File: config.mk
export PLATFORM = sky130hd
export DESIGN_NAME = pn2112_gen
export DESIGN_NICKNAME = d
export VERILOG_FILES = /design/src/rtl/pn2112_pkg.sv /design/src/rtl/pn2112_advance.sv /design/src/rtl/pn2112_gen.sv
export SDC_FILE = /design/constraint.sdc
export NUM_CORES = 1
export LEC_CHECK = 0
export ABC_AREA = 1
export ABC_CLOCK_PERIOD_IN_PS = 4500
export CAP_MARGIN = 5
export CORE_UTILIZATION = 50
export CTS_CLUSTER_DIAMETER = 200
export DETAILED_ROUTE_END_ITERATION = 6
export PLACE_DENSITY = 0.74
export SLEW_MARGIN = 15
export SYNTH_ARGS = -nofsm -noshare
export SYNTH_HDL_FRONTEND = slang
export SYNTH_SLANG_ARGS = --single-unit
File: constraint.sdc
create_clock -name clk -period 4.5 [get_ports clk]
set_clock_uncertainty 0.1 [all_clocks]
set_input_delay 0.9 -clock clk [delete_from_list [all_inputs] [get_ports clk]]
set_output_delay 0.9 -clock clk [all_outputs]
set_load 0.01 [all_outputs]
File: src/rtl/pn2112_pkg.sv
// Shared constants and FSM state type for the PN2112 block generator.
package pn2112_pkg;

  localparam int PN_LEN = 2112;
  localparam int LFSR_W = 58;
  localparam int TAP_A  = 57;
  localparam int TAP_B  = 38;

  localparam logic [LFSR_W-1:0] DEFAULT_SEED = 58'h2aaaaaaaaaaaaaa;

  typedef enum logic {
    IDLE = 1'b0,
    RUN  = 1'b1
  } state_t;

endpackage

File: src/rtl/pn2112_advance.sv
// Combinational WIDTH-step advance of the 58-bit PN register, emitting the
// produced stream bits LSB-first (bits[0] is the earliest bit).
module pn2112_advance
  import pn2112_pkg::*;
#(
  parameter int WIDTH = 32
) (
  input  logic [LFSR_W-1:0] r_in,
  output logic [WIDTH-1:0]  bits,
  output logic [LFSR_W-1:0] r_out
);

  logic [LFSR_W-1:0] lfsr_s;
  logic              fb;

  always_comb begin
    lfsr_s = r_in;
    bits   = '0;
    fb     = 1'b0;
    for (int i = 0; i < WIDTH; i++) begin
      fb      = lfsr_s[TAP_A] ^ lfsr_s[TAP_B];
      bits[i] = fb;
      lfsr_s  = {lfsr_s[LFSR_W-2:0], fb};
    end
    r_out = lfsr_s;
  end

endmodule

File: src/rtl/pn2112_gen.sv
// PN2112 block generator: emits 2112-bit PN blocks as WIDTH-bit words with a
// valid/ready handshake, start/stop/restart control and a loadable seed.
module pn2112_gen
  import pn2112_pkg::*;
#(
  parameter int                WIDTH = 32,
  parameter logic [LFSR_W-1:0] SEED  = DEFAULT_SEED
) (
  input  logic              clk,
  input  logic              arst,
  input  logic              start,
  input  logic              stop,
  input  logic              restart,
  input  logic              cont,
  input  logic              seed_load,
  input  logic [LFSR_W-1:0] seed_in,
  input  logic              ready,
  output logic [WIDTH-1:0]  dout,
  output logic              valid,
  output logic              sop,
  output logic              eop,
  output logic [6:0]        word_idx
);

  localparam int         WORDS    = PN_LEN / WIDTH;
  localparam logic [6:0] LAST_IDX = 7'(WORDS - 1);

  generate
    if (!(WIDTH == 32 || WIDTH == 64 || WIDTH == 66 || WIDTH == 132)) begin : g_bad_width
      $error("pn2112_gen: WIDTH must be 32, 64, 66 or 132");
    end
  endgenerate

  state_t            state_reg;
  logic [LFSR_W-1:0] seed_reg;
  logic [LFSR_W-1:0] r_reg;
  logic [WIDTH-1:0]  dout_reg;
  logic              valid_reg;
  logic              sop_reg;
  logic              eop_reg;
  logic [6:0]        word_idx_reg;

  logic              in_run;
  logic              fresh_block;
  logic              reseed;
  logic              step_word;
  logic [6:0]        idx_next;
  logic [LFSR_W-1:0] load_seed;
  logic [LFSR_W-1:0] adv_in;
  logic [WIDTH-1:0]  adv_bits;
  logic [LFSR_W-1:0] adv_r;

  // A same-cycle seed_load bypasses the seed register so the reload sees it.
  always_comb begin
    in_run      = (state_reg == RUN) && !stop;
    load_seed   = seed_load ? seed_in : seed_reg;
    fresh_block = 1'b0;
    reseed      = 1'b0;
    step_word   = 1'b0;
    if (state_reg == IDLE && start) begin
      fresh_block = 1'b1;
      reseed      = 1'b1;
      step_word   = 1'b1;
    end else if (in_run && restart) begin
      fresh_block = 1'b1;
      reseed      = 1'b1;
      step_word   = 1'b1;
    end else if (in_run && ready) begin
      step_word   = 1'b1;
      fresh_block = eop_reg;
      reseed      = eop_reg && !cont;
    end
    idx_next = fresh_block ? 7'd0 : word_idx_reg + 7'd1;
    adv_in   = reseed ? load_seed : r_reg;
  end

  pn2112_advance #(.WIDTH(WIDTH)) u_advance (
    .r_in  (adv_in),
    .bits  (adv_bits),
    .r_out (adv_r)
  );

  always_ff @(posedge clk or posedge arst) begin
    if (arst) begin
      state_reg    <= IDLE;
      seed_reg     <= SEED;
      r_reg        <= SEED;
      dout_reg     <= '0;
      valid_reg    <= 1'b0;
      sop_reg      <= 1'b0;
      eop_reg      <= 1'b0;
      word_idx_reg <= 7'd0;
    end else begin
      if (seed_load) begin
        seed_reg <= seed_in;
      end
      if (state_reg == RUN && stop) begin
        state_reg    <= IDLE;
        valid_reg    <= 1'b0;
        sop_reg      <= 1'b0;
        eop_reg      <= 1'b0;
        word_idx_reg <= 7'd0;
      end else if (step_word) begin
        // r_reg always holds the register state just past the word on dout.
        state_reg    <= RUN;
        dout_reg     <= adv_bits;
        r_reg        <= adv_r;
        valid_reg    <= 1'b1;
        sop_reg      <= fresh_block;
        eop_reg      <= (idx_next == LAST_IDX);
        word_idx_reg <= idx_next;
      end
    end
  end

  assign dout     = dout_reg;
  assign valid    = valid_reg;
  assign sop      = sop_reg;
  assign eop      = eop_reg;
  assign word_idx = word_idx_reg;

endmodule

# ---- Word-level counts from Yosys, hierarchy flattened
# Cells that the tools add are included.
dict set report op_classes {
  addsub 1
  n_eq_ne 1
  n_mux 20
  bitwise 34
  n_reduce_logical 10
}
# cell count
set ops {}
lappend ops {{$mux W58} 2}
lappend ops {{$xor A1 B1 Y1} 32}
lappend ops {{$mux W7} 3}
lappend ops {{$mux W1} 15}
lappend ops {{$add A7 B1 Y7 const B} 1}
lappend ops {{$eq A7 B7 Y1 const B} 1}
lappend ops {{$logic_and A1 B1 Y1} 6}
lappend ops {{$logic_not A1 Y1} 2}
lappend ops {{$not A1 Y1} 2}
lappend ops {{$reduce_and A2 Y1} 1}
lappend ops {{$reduce_bool A2 Y1} 1}
dict set report word_totals {
  ff_bits 158
  inputBits 66
  out_inout_bits 42
  word_cells 73
}

# ---- Longest topological paths before layout
dict set report depth {
  word_depth 10
  ltp_mapped 11
  ltp_nobuf 9
}

# ---- Modules after synthesis
# From an unflattened synthesis, not the netlist that was laid out.
dict set report unflattened {
  cells_unflattened 921
  hier_area_um2 7842.5
}
# module instances cells_per_inst area_each_um2 seq_area_each_um2
set by_module_without_submodules {}
lappend by_module_without_submodules {pn2112_gen 1 715 6847.8 4026.4}
lappend by_module_without_submodules {pn2112_advance 1 206 994.7 0.0}

# ---- Worst setup path after synthesis
# Ideal clock, no wire load.
dict set report synth_timing {
  kind {in2reg}
  start {input port seed_load}
  end {register r_reg[0]}
  arrival_time_ns 1.939
  path_slack_ns 2.344
  cell_stages 10
  path_cell_list {buf_2 buf_2 buf_2 nand2_1 o21ai_0 nand3_1 nand2_1 nand2_1 nand3_1 nand2_1}
}
dict set report synth_via {
  elab_chain_len 3
}
# item line
set synth_lines {}
lappend synth_lines {{start, declared} pn2112_gen.sv:15} ;# input logic seed_load,
lappend synth_lines {{$mux W58} n/a}
lappend synth_lines {{$mux W58} pn2112_gen.sv:74} ;# adv_in = reseed ? load_seed : r_reg;
lappend synth_lines {{$xor A1 B1 Y1} pn2112_advance.sv:21} ;# fb = lfsr_s[TAP_A] ^ lfsr_s[TAP_B];
lappend synth_lines {{end signal, assigned} pn2112_gen.sv:107} ;# r_reg <= adv_r;
lappend synth_lines {{end, declared} pn2112_gen.sv:36} ;# logic [LFSR_W-1:0] r_reg;
# Every way passes these cells.
# A chain may end at the register's enable or synchronous reset.

# ---- Worst setup path in the final report
dict set report layout_timing {
  start {input port stop}
  end {register dout_reg[30] (netlist: dout[30])}
}
dict set report layout_via {
  elab_chain_len 8
}
# item line
set layout_lines {}
lappend layout_lines {{start, declared} pn2112_gen.sv:12} ;# input logic stop,
lappend layout_lines {{$logic_not A1 Y1} pn2112_gen.sv:55} ;# in_run = (state_reg == RUN) && !stop;
lappend layout_lines {{$logic_and A1 B1 Y1} pn2112_gen.sv:55}
lappend layout_lines {{$logic_and A1 B1 Y1} pn2112_gen.sv:68} ;# end else if (in_run && ready) begin
lappend layout_lines {{$mux W1} pn2112_gen.sv:68}
lappend layout_lines {{$mux W1} pn2112_gen.sv:64} ;# end else if (in_run && restart) begin
lappend layout_lines {{$mux W1} pn2112_gen.sv:60} ;# if (state_reg == IDLE && start) begin
lappend layout_lines {{$mux W58} pn2112_gen.sv:74}
lappend layout_lines {{$xor A1 B1 Y1} pn2112_advance.sv:21}
lappend layout_lines {{end signal, assigned} pn2112_gen.sv:106} ;# dout_reg <= adv_bits;
lappend layout_lines {{end, declared} pn2112_gen.sv:37} ;# logic [WIDTH-1:0] dout_reg;
# Several ways; a longest one is shown, not always the timed one.

==> out/results.txt <==
# resized after CTS - 0
DR vias - 7388
Area Growth Syn to Fin - 20.00%
WHS Endpoint - r_reg[5]
I/O Buffers - 107
Mapped cell area - 8000 um^2
FF+latch count, synth - 142
Worst slew pin tran - 1.062 ns
Clk slew on worst S/H paths - 0.06 ns
TritonCTS clock tree - yes
H-tree levels - 4
FF-to-FF setup slack - 2.07 ns
Critical Path RT - 4.70 ns
Reg2reg end - r_reg[10]
Reg-to-Reg Start - valid
Syn Inst Count - 1120
Later-pin clock latency in the skew report - 0.42 ns
Avg WL per Cell - 15.63 um
Number of cells on the worst hold path - 2
Status - completed
DRC violations left - 0
FP Rows - 45
Maximum VDD drop - 0.2636 mV
GPL Wtd Cong - 0.8683
Final setup fails - 0
Setup bufs post-CTS - 0
Nets - 1234
Post-synth cell types - 25
Routed Antenna Nets - 0
Starting DRT DRC Count - 849
Hold Startpoint - r_reg[5]
Startpoint Class - input pin
Clock Tree Buf Depth - 2
Grt ovf - 0
First-pass GRT wire length - 35.18 mm
Initial DRT Pass Iterations - 5
Final WS setup - 1.546 ns
Period minus WS final - 2.954 ns
Mapped Nets - 1187
Fin crit share - 65.65%
Total core area - 15430 um^2
# diodes - 0
CP endpoint kind - flip-flop
Crit Path Class - input pin to flip-flop
Final wirelength - 21.74 mm
Initial Util - 51.86%
Total CTS buffers - 17
Pwr Density - 545.5 nW/um^2
Hold Violations, Final - 0
Via/cell ratio - 5.311
# hold bufs at CTS - 0
Dpl ws - 1.180 ns
Worst r2r path cells - 8
Fraction of layout cells with a size suffix above 1 - 9.068%
RSZ-0062 raised after global routing - no
Die ar. - 16510 um^2
Sequential area share after synthesis - 45.32%
CP arrival - 3.15 ns
Number of synthesized flops with an enable pin - 0
P_leak - 4.964 nW
Largest net degree at the start of global routing - 105
Slew Viols, Final - 0
IO Pins - 108
Clk root buf - clkbuf_16
Hold WS - 0.3668 ns
Filler instances - 1429
Max Clock Freq - 0.3385 GHz
Utilization after layout - 62.23%
Syn Area/Cell - 7.143 um^2
CP max FO - 102
Die W - 128.5 um
Post-DP HPWL - 14.02 mm
CTS Sinks - 142
Ys Warns - 0
Reg area - 3626 um^2
Slew HR - 29.18%
Max-capacitance violation count - 0
Asr flop ratio synth - 100.0%
Fin Setup TNS - 0 ns
Total power - 5.237 mW
Tot GR Track Use - 27.72%
Type of the worst min-delay path - flip-flop to flip-flop
Initial antenna violation count - 0
Primary FF master, synth - dfrtp_1
Vias in the first global route - 6891
Die H - 128.5 um
Area of the multi-input gates - 3304 um^2
cell usage after synthesis (9+ instances only):
library cell | n | area (um^2)
buf_1 | 9 | 33.78
buf_2 | 33 | 165.2
buf_4 | 22 | 165.2
clkbuf_1 | 26 | 97.59
dfrtp_1 | 84 | 2102
dfstp_2 | 58 | 1524
inv_1 | 168 | 630.6
nand2_1 | 417 | 1565
nand3_1 | 71 | 355.3
nand4_1 | 104 | 650.6
nor2_1 | 14 | 52.55
o21ai_0 | 82 | 410.4
o22ai_1 | 9 | 56.30
through the flow:
| stage | cell area [um^2] | std cells |
|---|---|---|
| floorplan | 8004 | 1120 |
| global placement | 9000 | 1359 |
| detailed placement | 9000 | 1359 |
| CTS | 9600 | 1391 |
| global route | 9600 | 1391 |
| finish | 9600 | 1391 |
how the worst max path moves through the flow:
stage               from           to  slack [ns]  depth (start not counted)
global placement    stop    r_reg[10]        1.19                          9
finish              stop     dout[30]        1.55                          9
detailed placement  stop    r_reg[10]        1.18                          9
global route        stop  word_idx[5]        1.40                         10
CTS                 stop    r_reg[10]        1.59                          9
floorplan           arst      dout[0]        1.77                          1
cells in the final DEF (no fill, tap or decap), types with 14 or more instances in the layout:
master	count
nand2_1	417
inv_1	167
clkdlybuf4s50_1	106
nand4_1	104
dfrtp_1	84
o21ai_0	82
nand3_1	69
dfstp_2	58
clkbuf_16	17
nor2_1	14
critical path: stages:
cell and delay (ns):
clkdlybuf4s50_1 0.51, inv_1 0.11, nand3_4 0.10, buf_4 0.79, nand4_1 0.17, nand2_1 0.20, nand2_1 0.07, nand3_1 0.16
nand2_1 0.07
cell families after synthesis:
| kind of cell | count (synthesis) | share of synthesized area (%) |
|---|---|---|
| AOI/OAI and AO/OA | 94 | 6.052 |
| xor gates and xnor gates | 2 | 0.2190 |
| adders and majority gates | 1 | 0.1564 |
| buffers and inverters | 260 | 13.75 |
| DFF | 142 | 45.32 |
| muxes | 7 | 0.8759 |
| and+or+nand+nor | 614 | 33.63 |
power by group:
group / switching (mW) / leakage, nW / internal [mW]
clock network: 0.514 / 0.294 / 0.903
registers: 0.340 / 1.60 / 1.75
logic: 0.986 / 3.07 / 0.748
per-layer routing:
metal  wire length (um)  vias to the layer above  track usage, %
met5                  0                        -               0
met4                558                        0           11.35
met3               1521                       35           4.657
met2              10010                      277           43.05
met1               9654                     3440           38.67
li1                   -                     3636               -
area by class of cell:
class	count	share of cell area [%]
flip-flops and latches	142	37.77
multi-input cells	718	34.42
repair buffers	118	12.12
inverters	170	6.686
clock buffers	27	5.448
well taps	211	2.750
clock inverters	5	0.8080
No activity file was read; power rests on OpenSTA's default activity.
